===== src/rtl/cam_pkg.sv =====
// Shared types, payload layout and colour expansion for the DVP capture block.
package cam_pkg;

    typedef enum logic [1:0] {
        ST_WAIT_VS,
        ST_SKIP,
        ST_WAIT_SOF,
        ST_ACTIVE
    } cam_state_e;

    localparam int TDATA_W       = 32;
    localparam int TDATA_B_LSB   = 0;
    localparam int TDATA_G_LSB   = 8;
    localparam int TDATA_R_LSB   = 16;

    // FIFO payload: {tdata, tuser, tlast}
    localparam int PAYLOAD_W     = TDATA_W + 2;
    localparam int PAY_TLAST     = 0;
    localparam int PAY_TUSER     = 1;
    localparam int PAY_TDATA_LSB = 2;

    function automatic logic [TDATA_W-1:0] rgb565_to_888(input logic [7:0] hi,
                                                          input logic [7:0] lo);
        logic [4:0]         r5;
        logic [5:0]         g6;
        logic [4:0]         b5;
        logic [TDATA_W-1:0] px;
        r5 = hi[7:3];
        g6 = {hi[2:0], lo[7:5]};
        b5 = lo[4:0];
        px = '0;
        px[TDATA_R_LSB +: 8] = {r5, r5[4:2]};
        px[TDATA_G_LSB +: 8] = {g6, g6[5:4]};
        px[TDATA_B_LSB +: 8] = {b5, b5[4:2]};
        return px;
    endfunction

endpackage


===== src/rtl/cam_pix_fifo.sv =====
// Pixel FIFO with wrap-around pointers; a push into a full FIFO is dropped
// unless a pop frees the slot in the same cycle.
module cam_pix_fifo
    import cam_pkg::*;
#(
    parameter int DEPTH = 4,
    parameter int WIDTH = PAYLOAD_W
) (
    input  logic             clk,
    input  logic             rst,
    input  logic             push_i,
    input  logic [WIDTH-1:0] wdata_i,
    input  logic             pop_i,
    output logic [WIDTH-1:0] rdata_o,
    output logic             empty_o,
    output logic             drop_o
);

    localparam int AW = $clog2(DEPTH);

    logic [AW:0]      wr_ptr_q;
    logic [AW:0]      rd_ptr_q;
    logic [WIDTH-1:0] mem_q [DEPTH];
    logic             full;
    logic             do_push;
    logic             do_pop;

    assign empty_o = (wr_ptr_q == rd_ptr_q);
    assign full    = (wr_ptr_q[AW] != rd_ptr_q[AW]) &&
                     (wr_ptr_q[AW-1:0] == rd_ptr_q[AW-1:0]);
    assign do_pop  = pop_i && !empty_o;
    assign do_push = push_i && (!full || do_pop);
    assign drop_o  = push_i && !do_push;
    assign rdata_o = empty_o ? '0 : mem_q[rd_ptr_q[AW-1:0]];

    // NOTE: storage has no reset; the read mux forces zero while empty, so stale entries never leak.
    always_ff @(posedge clk) begin
        if (do_push) mem_q[wr_ptr_q[AW-1:0]] <= wdata_i;
    end

    always_ff @(posedge clk or posedge rst) begin
        if (rst) begin
            wr_ptr_q <= '0;
            rd_ptr_q <= '0;
        end else begin
            if (do_push) wr_ptr_q <= wr_ptr_q + (AW+1)'(1);
            if (do_pop)  rd_ptr_q <= rd_ptr_q + (AW+1)'(1);
        end
    end

endmodule


===== src/rtl/cam_dvp_capture.sv =====
// DVP RGB565 camera capture to AXI4-Stream RGB888 with settling-frame skip.
// Define CAM_DVP_STATS_EN to build the frame counter and line-format checks.
module cam_dvp_capture
    import cam_pkg::*;
#(
    parameter int FRAME_SKIP = 10,
    parameter int H_ACTIVE   = 1280,
    parameter int FIFO_DEPTH = 4
) (
    input  logic               clk,
    input  logic               rst,
    input  logic               cam_vsync,
    input  logic               cam_href,
    input  logic [7:0]         cam_data,
    output logic [TDATA_W-1:0] m_axis_video_tdata,
    output logic               m_axis_video_tvalid,
    input  logic               m_axis_video_tready,
    output logic               m_axis_video_tuser,
    output logic               m_axis_video_tlast,
    output logic               ovf,
    output logic [15:0]        frame_cnt,
    output logic               line_err
);

    logic vs_q, vs_prev_q, href_q, href_prev_q;
    logic [7:0] data_q;
    logic vs_rise, vs_fall, href_fall;

    // NOTE: sequential state uses <= so every register samples pre-edge values.
    always_ff @(posedge clk or posedge rst) begin
        if (rst) begin
            vs_q        <= 1'b0;
            vs_prev_q   <= 1'b0;
            href_q      <= 1'b0;
            href_prev_q <= 1'b0;
            data_q      <= '0;
        end else begin
            vs_q        <= cam_vsync;
            vs_prev_q   <= vs_q;
            href_q      <= cam_href;
            href_prev_q <= href_q;
            data_q      <= cam_data;
        end
    end

    assign vs_rise   = vs_q && !vs_prev_q;
    assign vs_fall   = !vs_q && vs_prev_q;
    assign href_fall = !href_q && href_prev_q;

    cam_state_e  state_q, state_d;
    logic [15:0] skip_cnt_q;
    logic        active, frame_start;

    // NOTE: state_d gets its default before the case so no path infers a latch.
    always_comb begin
        state_d = state_q;
        case (state_q)
            ST_WAIT_VS:  if (vs_q) state_d = (FRAME_SKIP == 0) ? ST_WAIT_SOF : ST_SKIP;
            ST_SKIP:     if (vs_fall && (skip_cnt_q + 16'd1 >= 16'(FRAME_SKIP))) state_d = ST_WAIT_SOF;
            ST_WAIT_SOF: if (vs_fall) state_d = ST_ACTIVE;
            default:     state_d = state_q;
        endcase
    end

    always_ff @(posedge clk or posedge rst) begin
        if (rst) begin
            state_q    <= ST_WAIT_VS;
            skip_cnt_q <= '0;
        end else begin
            state_q <= state_d;
            if (state_q != ST_SKIP) skip_cnt_q <= '0;
            else if (vs_fall)       skip_cnt_q <= skip_cnt_q + 16'd1;
        end
    end

    // The falling edge that enters ACTIVE opens the first forwarded frame.
    assign active      = (state_q == ST_ACTIVE);
    assign frame_start = vs_fall && (state_q == ST_WAIT_SOF || active);

    logic               phase_q, pend_valid_q, arm_q, ovf_q;
    logic [7:0]         hi_q;
    logic [TDATA_W-1:0] pend_px_q;
    logic               pix_done, push, push_last, fifo_drop, fifo_empty;
    logic [PAYLOAD_W-1:0] push_payload, fifo_rdata;

    assign pix_done  = active && href_q && phase_q;
    assign push_last = href_fall || vs_rise;
    assign push      = pend_valid_q && (pix_done || push_last);

    always_comb begin
        push_payload = '0;
        push_payload[PAY_TDATA_LSB +: TDATA_W] = pend_px_q;
        push_payload[PAY_TUSER]                = arm_q;
        push_payload[PAY_TLAST]                = push_last;
    end

    always_ff @(posedge clk or posedge rst) begin
        if (rst) begin
            phase_q      <= 1'b0;
            hi_q         <= '0;
            pend_px_q    <= '0;
            pend_valid_q <= 1'b0;
            arm_q        <= 1'b0;
            ovf_q        <= 1'b0;
        end else begin
            if (!href_q) begin
                phase_q <= 1'b0;
            end else begin
                phase_q <= !phase_q;
                if (!phase_q) hi_q <= data_q;
            end
            if (pix_done) begin
                pend_px_q    <= rgb565_to_888(hi_q, data_q);
                pend_valid_q <= 1'b1;
            end else if (push) begin
                pend_valid_q <= 1'b0;
            end
            if (frame_start) arm_q <= 1'b1;
            else if (push)   arm_q <= 1'b0;
            if (fifo_drop) ovf_q <= 1'b1;
        end
    end

    cam_pix_fifo #(.DEPTH(FIFO_DEPTH), .WIDTH(PAYLOAD_W)) u_fifo (
        .clk     (clk),
        .rst     (rst),
        .push_i  (push),
        .wdata_i (push_payload),
        .pop_i   (m_axis_video_tready),
        .rdata_o (fifo_rdata),
        .empty_o (fifo_empty),
        .drop_o  (fifo_drop)
    );

    assign m_axis_video_tdata  = fifo_rdata[PAY_TDATA_LSB +: TDATA_W];
    assign m_axis_video_tuser  = fifo_rdata[PAY_TUSER];
    assign m_axis_video_tlast  = fifo_rdata[PAY_TLAST];
    assign m_axis_video_tvalid = !fifo_empty;
    assign ovf                 = ovf_q;

`ifdef CAM_DVP_STATS_EN
    logic [15:0] frame_cnt_q, line_px_q;
    logic        line_err_q;

    always_ff @(posedge clk or posedge rst) begin
        if (rst) begin
            frame_cnt_q <= '0;
            line_px_q   <= '0;
            line_err_q  <= 1'b0;
        end else begin
            if (frame_start) frame_cnt_q <= frame_cnt_q + 16'd1;
            if (active && href_fall) begin
                if (phase_q || line_px_q != 16'(H_ACTIVE)) line_err_q <= 1'b1;
                line_px_q <= '0;
            end else if (pix_done && line_px_q != 16'hFFFF) begin
                line_px_q <= line_px_q + 16'd1;
            end
        end
    end

    assign frame_cnt = frame_cnt_q;
    assign line_err  = line_err_q;
`else
    assign frame_cnt = '0;
    assign line_err  = 1'b0;
`endif

endmodule


===== config.mk =====
export PLATFORM = sky130hd
export DESIGN_NAME = cam_dvp_capture
export DESIGN_NICKNAME = d
export VERILOG_FILES = /design/src/rtl/cam_pkg.sv /design/src/rtl/cam_pix_fifo.sv /design/src/rtl/cam_dvp_capture.sv
export SDC_FILE = /design/constraint.sdc
export NUM_CORES = 1
export LEC_CHECK = 0
export ABC_AREA = 1
export CELL_PAD_IN_SITES_DETAIL_PLACEMENT = 2
export CELL_PAD_IN_SITES_GLOBAL_PLACEMENT = 2
export CORE_MARGIN = 2
export CORE_UTILIZATION = 36
export CTS_CLUSTER_DIAMETER = 150
export DETAILED_ROUTE_END_ITERATION = 8
export GPL_TIMING_DRIVEN = 0
export PLACE_DENSITY = 0.89
export REMOVE_ABC_BUFFERS = 1
export SLEW_MARGIN = 20
export SYNTH_ARGS = -nofsm -noshare
export SYNTH_HDL_FRONTEND = slang
export SYNTH_SLANG_ARGS = --single-unit

===== constraint.sdc =====
create_clock -name clk -period 2.7 [get_ports clk]
set_input_delay 0.405 -clock clk [delete_from_list [all_inputs] [get_ports clk]]
set_output_delay 0.405 -clock clk [all_outputs]
set_load 0.05 [all_outputs]

# --- Word level (Yosys, flattened, before mapping) ---
# Memory sizes are Yosys's and may differ from the RTL's.
# Cells that the tools add are included.
word_totals:
  ff_bits: 72
  latchBits: 0
  ram_bits: 104
  rom_bits: 0
  in_bits: 13
  elab_cells: 74
  mem_count: 1
mem_list:
  columns: ["name", "depth", "word_bits", "rd", "rd_clocked_by_memory_dff", "write_ports", "line", "rtl"]
  rows:
  - ["u_fifo.mem_q", 4, 26, 1, 0, 1, "cam_pix_fifo.sv:23", "logic [WIDTH-1:0] mem_q [DEPTH];"]
classes:
  n_addsub: 3
  mul: 0
  n_div: 0
  n_lt_le_gt_ge: 1
  eq_ne: 10
  shifts: 0
  n_mux: 13
  n_bitwise: 1
  n_reduce_logical: 30
op_table:
  columns: ["op", "n"]
  rows:
  - ["$mux 34", 1]
  - ["$mux 16", 2]
  - ["$add 16x1->16 const B", 1]
  - ["$ge 16x4->1 const B", 1]
  - ["$logic_and 1x1->1", 12]
  - ["$logic_not 1->1", 7]
  - ["$add 3x1->3 const B", 2]
  - ["$mux 1", 6]
  - ["$mux 2", 3]
  - ["$ne 2x2->1 const B", 3]
  - ["$pmux 2 s3", 1]
  - ["$reduce_bool 2->1", 3]
  - ["$eq 2x2->1 const B", 2]
  - ["$logic_or 1x1->1", 4]
  - ["$reduce_and 4->1", 1]
  - ["$eq 3x3->1", 1]
  - ["$reduce_bool 3->1", 1]
  - ["$eq 2x1->1 const B", 1]
  - ["$eq 2x2->1", 1]
  - ["$logic_not 2->1", 1]
  - ["$ne 2x1->1 const B", 1]
  - ["$reduce_and 2->1", 1]
  - ["$ne 1x1->1", 1]
  - ["$not 1->1", 1]

# --- Logic depth before layout (Yosys ltp) ---
logic_depth:
  ltp_word: 8
  depth_mapped: 15

# --- Modules after synthesis ---
# A second synthesis with hierarchy kept.
unflattened:
  cells_unflattened: 789
  area_unflattened_um2: 8468.1
by_module_without_submodules:
  columns: ["mod", "instances", "cells_per_inst", "area_per_inst_um2"]
  rows:
  - ["cam_pix_fifo", 1, 464, 5733.0]
  - ["cam_dvp_capture", 1, 325, 2735.1]

# --- Least setup slack after synthesis ---
# OpenSTA, ideal clock, no wires.
synth_timing:
  kind: "register to output"
  start: "reg u_fifo.rd_ptr_q[0]"
  end: "out m_axis_video_tdata[14]"
  arrival_time_ps: 2150
  setup_slack_ps: 145
  path_stages_with_launch: 10
  n_path_buf: 3
  path_cell_list: "dfrtp_1 buf_2 inv_1 nand2_1 a21oi_1 nand2_1 clkbuf_1 nand2_1 inv_1 buf_4"
synth_via:
  elab_chain_cells: 2
synth_lines:
  columns: ["item", "line", "rtl"]
  rows:
  - ["start, declared", "cam_pix_fifo.sv:22", "logic [AW:0] rd_ptr_q;"]
  - ["start signal, assigned", "cam_pix_fifo.sv:47", "if (do_pop) rd_ptr_q <= rd_ptr_q + (AW+1)'(1);"]
  - ["$mem_v2 4x26 / $eq 3x3->1 (equally long branches)", null, null]
  - ["$mux 34 *", "cam_pix_fifo.sv:34", "assign rdata_o = empty_o ? '0 : mem_q[rd_ptr_q[AW-1:0]];"]
  - ["end, declared", "cam_dvp_capture.sv:15", "output logic [TDATA_W-1:0] m_axis_video_tdata,"]
# Every way passes the cells marked *; elsewhere a longest branch is shown, timed or not.

# --- Worst setup path after layout ---
layout_timing:
  start: "reg u_fifo.rd_ptr_q[0]"
  end: "out m_axis_video_tdata[7]"
# Same word-level chain as after synthesis.

==> flow_summary.ini <==
[status]
outcome = complete, no violations

[synth]
synth_xor_area_frac = 0.00875
synth_top_area_cell = edfxtp_1
syn_area_um2 = 6010
ys_warn_count = 0
synthFlopType = edfxtp_1
ys_seq_elements = 136
yosys.area_share.simple = 0.163
synth_compound_area_frac = 0.0810
netlist.area_leader.share = 0.360
ys_types = 30
synth_top_family_by_area = simple AND/OR/NAND/NOR gates
synthArstFlopShare = 0.471
synth.area.top_cells = edfxtp_1 (36%), dfrtp_1 (27%), nand2_1 (7.8%)
synth_edf_count = 72
synthAdderAreaFrac = 0.0250
synthMuxAreaShare = 0.00187
syn_inst = 589
ys_seq_area_frac = 0.626
avgSynthCellArea_um2 = 10.2

[cells_and_area]
drive_gt1_frac = 0.172
final_common_cell = nand2_1
layout.nets = 668
final_cell_mix = nand2_1 (121), nor2_1 (76), edfxtp_1 (72)
final_cells = 876
antenna_cells = 0
syn_to_final_growth_pct = 23.6
fin_area_um2 = 7420

[floorplanning]
initial_core_util = 0.365
coreArea_um2 = 16500
die_w_um = 133
die_area_um2 = 17700
die_h_um = 133
io_pins = 66
row_count = 47

[route]
vias = 4547
routedWlPerCell_um = 24.1
ant_nets = 0
vias_per_cell = 5.19
drt-total-wl_mm = 21.1
drt_iter0_markers = 336
first_pass_iters = 5
route.detailed.drc = 0

[power_and_ir_drop]
p_per_area_nw_per_um2 = 1320
power_frac_seq = 0.301
p_sw_mw = 4.60
ir_drop_v = 0.000653
power.leakage_nw = 3.18
p_comb_frac = 0.435
p_int_mw = 5.20
swShare = 0.470
clockPowerShare = 0.264

[sta]
finClkSkew_ps = 20.1
tightest_slew_ps = 850
fmax_mhz = 374
fin_setup_tns_ps = 0
fin_ws_ps = 27.5
hold_viol_final = 0
slew-limit-headroom = 0.427
slew_violations = 0
finalSetupViolCount = 0
final.min_clock_period_ps = 2670
period_share = 0.990

[worst_setup_path]
critPathKind = flop to output port
crit_start = u_fifo.rd_ptr_q[0]
reg2reg_from = state_q[0]
endpoint_kind = output port
critPathLaunchType = flop
worst-path-max-fanout = 10
cp_data_required_time_ps = 2300
cp.arrival_ps = 2270

[global_routing]
grt_first_pass_wirelength_mm = 30.7
antenna_found_initial = 0
grt_use_met3 = 0.0529
grt-ovfl-total = 0
grt_pass1_vias = 5143
met1_usage = 0.260
grt_max_degree = 52
met2_usage = 0.434
top_usage_layer = met2
track_usage = 0.235

[job]
max-cap-violations = 0

[placement]
pre_cts_slack_ps = -1370
place_congestion = 0.757
placed_cell_area_um2 = 6540
port_buffers = 40
dp_cells = 826
hpwl_mm = 10.8

[cts]
cts_tree = built
clk_path_buf_depth = 2
hold_buffers = 0
clkSlewWorstSetupHoldPaths_ps = 70
clock_sinks = 136
htreeDepth = 4
cts_buffers = 17
cts-root-buf = clkbuf_16
clock_latency_ps = 440

[min_path]
min_path_type = primary input to asynchronous set/reset pin
-- critical path: stages (launching register included) --
cell and delay, ps:
dfrtp_4 570, buf_4 270, nor2_1 80, o32ai_1 400, nand2_2 130, inv_1 100
buf_2 260
-- stage by stage --
stage	total power, mW	hold slack (ps)	util
after floorplan	5.35	354	-
after global placement	6.47	391	0.392
after detailed placement	6.76	410	0.397
after CTS	9.61	243	0.447
after global routing	10.1	285	0.451
final	9.80	252	0.451
-- final cells by class --
class	instances	area, um2
fill	1691	9040
tap	220	275
multi-input combinational	366	1920
clock inverter	15	214
clock buffer	17	425
inverter	63	267
timing repair buffer	59	549
sequential	136	3770
-- cells in the mapped netlist, types with 3 or more instances --
library cell / n
o21ai_0: 48
clkbuf_1: 11
xor2_1: 4
dfrtp_1: 64
nand3_1: 17
a21oi_1: 3
edfxtp_1: 72
buf_4: 33
inv_1: 61
o22ai_1: 8
nand4_1: 7
o32ai_1: 18
ha_1: 12
nand2_1: 125
nor2_1: 81
nor2_4: 3
buf_2: 5
-- registers in the layout, summed over array words and instances (netlist names) --
register,count
u_fifo.mem_q,72
pend_px_q,16
skip_cnt_q,16
data_q,8
hi_q,8
u_fifo.rd_ptr_q,3
u_fifo.wr_ptr_q,3
state_q,2
arm_q,1
href_prev_q,1
href_q,1
ovf,1
pend_valid_q,1
phase_q,1
vs_prev_q,1
vs_q,1
-- metal layers --
layer / up-vias / part of all wire
met4: 0 / 0.027
met2: 137 / 0.54
li1: 2005 / -
met5: - / 0
met1: 2366 / 0.39
met3: 39 / 0.033
-- worst paths after layout --
kind / depth (start not counted) / slack, ps / to
min: 2 / 250 / hi_q[7]
max reg2reg: 8 / 100 / u_fifo.mem_q[0][13]
min in group clk: 1 / 420 / vs_q
max: 6 / 30 / m_axis_video_tdata[7]
max in group asynchronous: 3 / 1870 / u_fifo.rd_ptr_q[1]
min reg2reg: 0 / 440 / vs_prev_q
-- power groups by stage --
stage               combinational [mW]  clock (mW)  sequential [mW]
finish                            4.26        2.59             2.95
global route                      4.47        2.68             2.98
global placement                  3.52           0             2.94
detailed placement                3.73           0             3.03
CTS                               4.10        2.58             2.93
floorplan                         2.48           0             2.86
-- cells by family after synthesis --
group,count (synthesis)
and+or+nand+nor,239
DFF,136
buffers and inverters,114
AOI/OAI and AO/OA,80
adders and majority gates,12
xor gates and xnor gates,6
other,1
muxes,1
-- what timing repair did --
| item | CTS | global route |
|---|---|---|
| setup endpoints to repair | 105 | 82 |
| gates cloned | 3 | 0 |
| resized for setup | 142 | 13 |
| hold endpoints to repair | 0 | 0 |
| pin swaps | 6 | 1 |
| setup buffers | 13 | 2 |
Note: power is estimated with default switching activity, not from simulation.
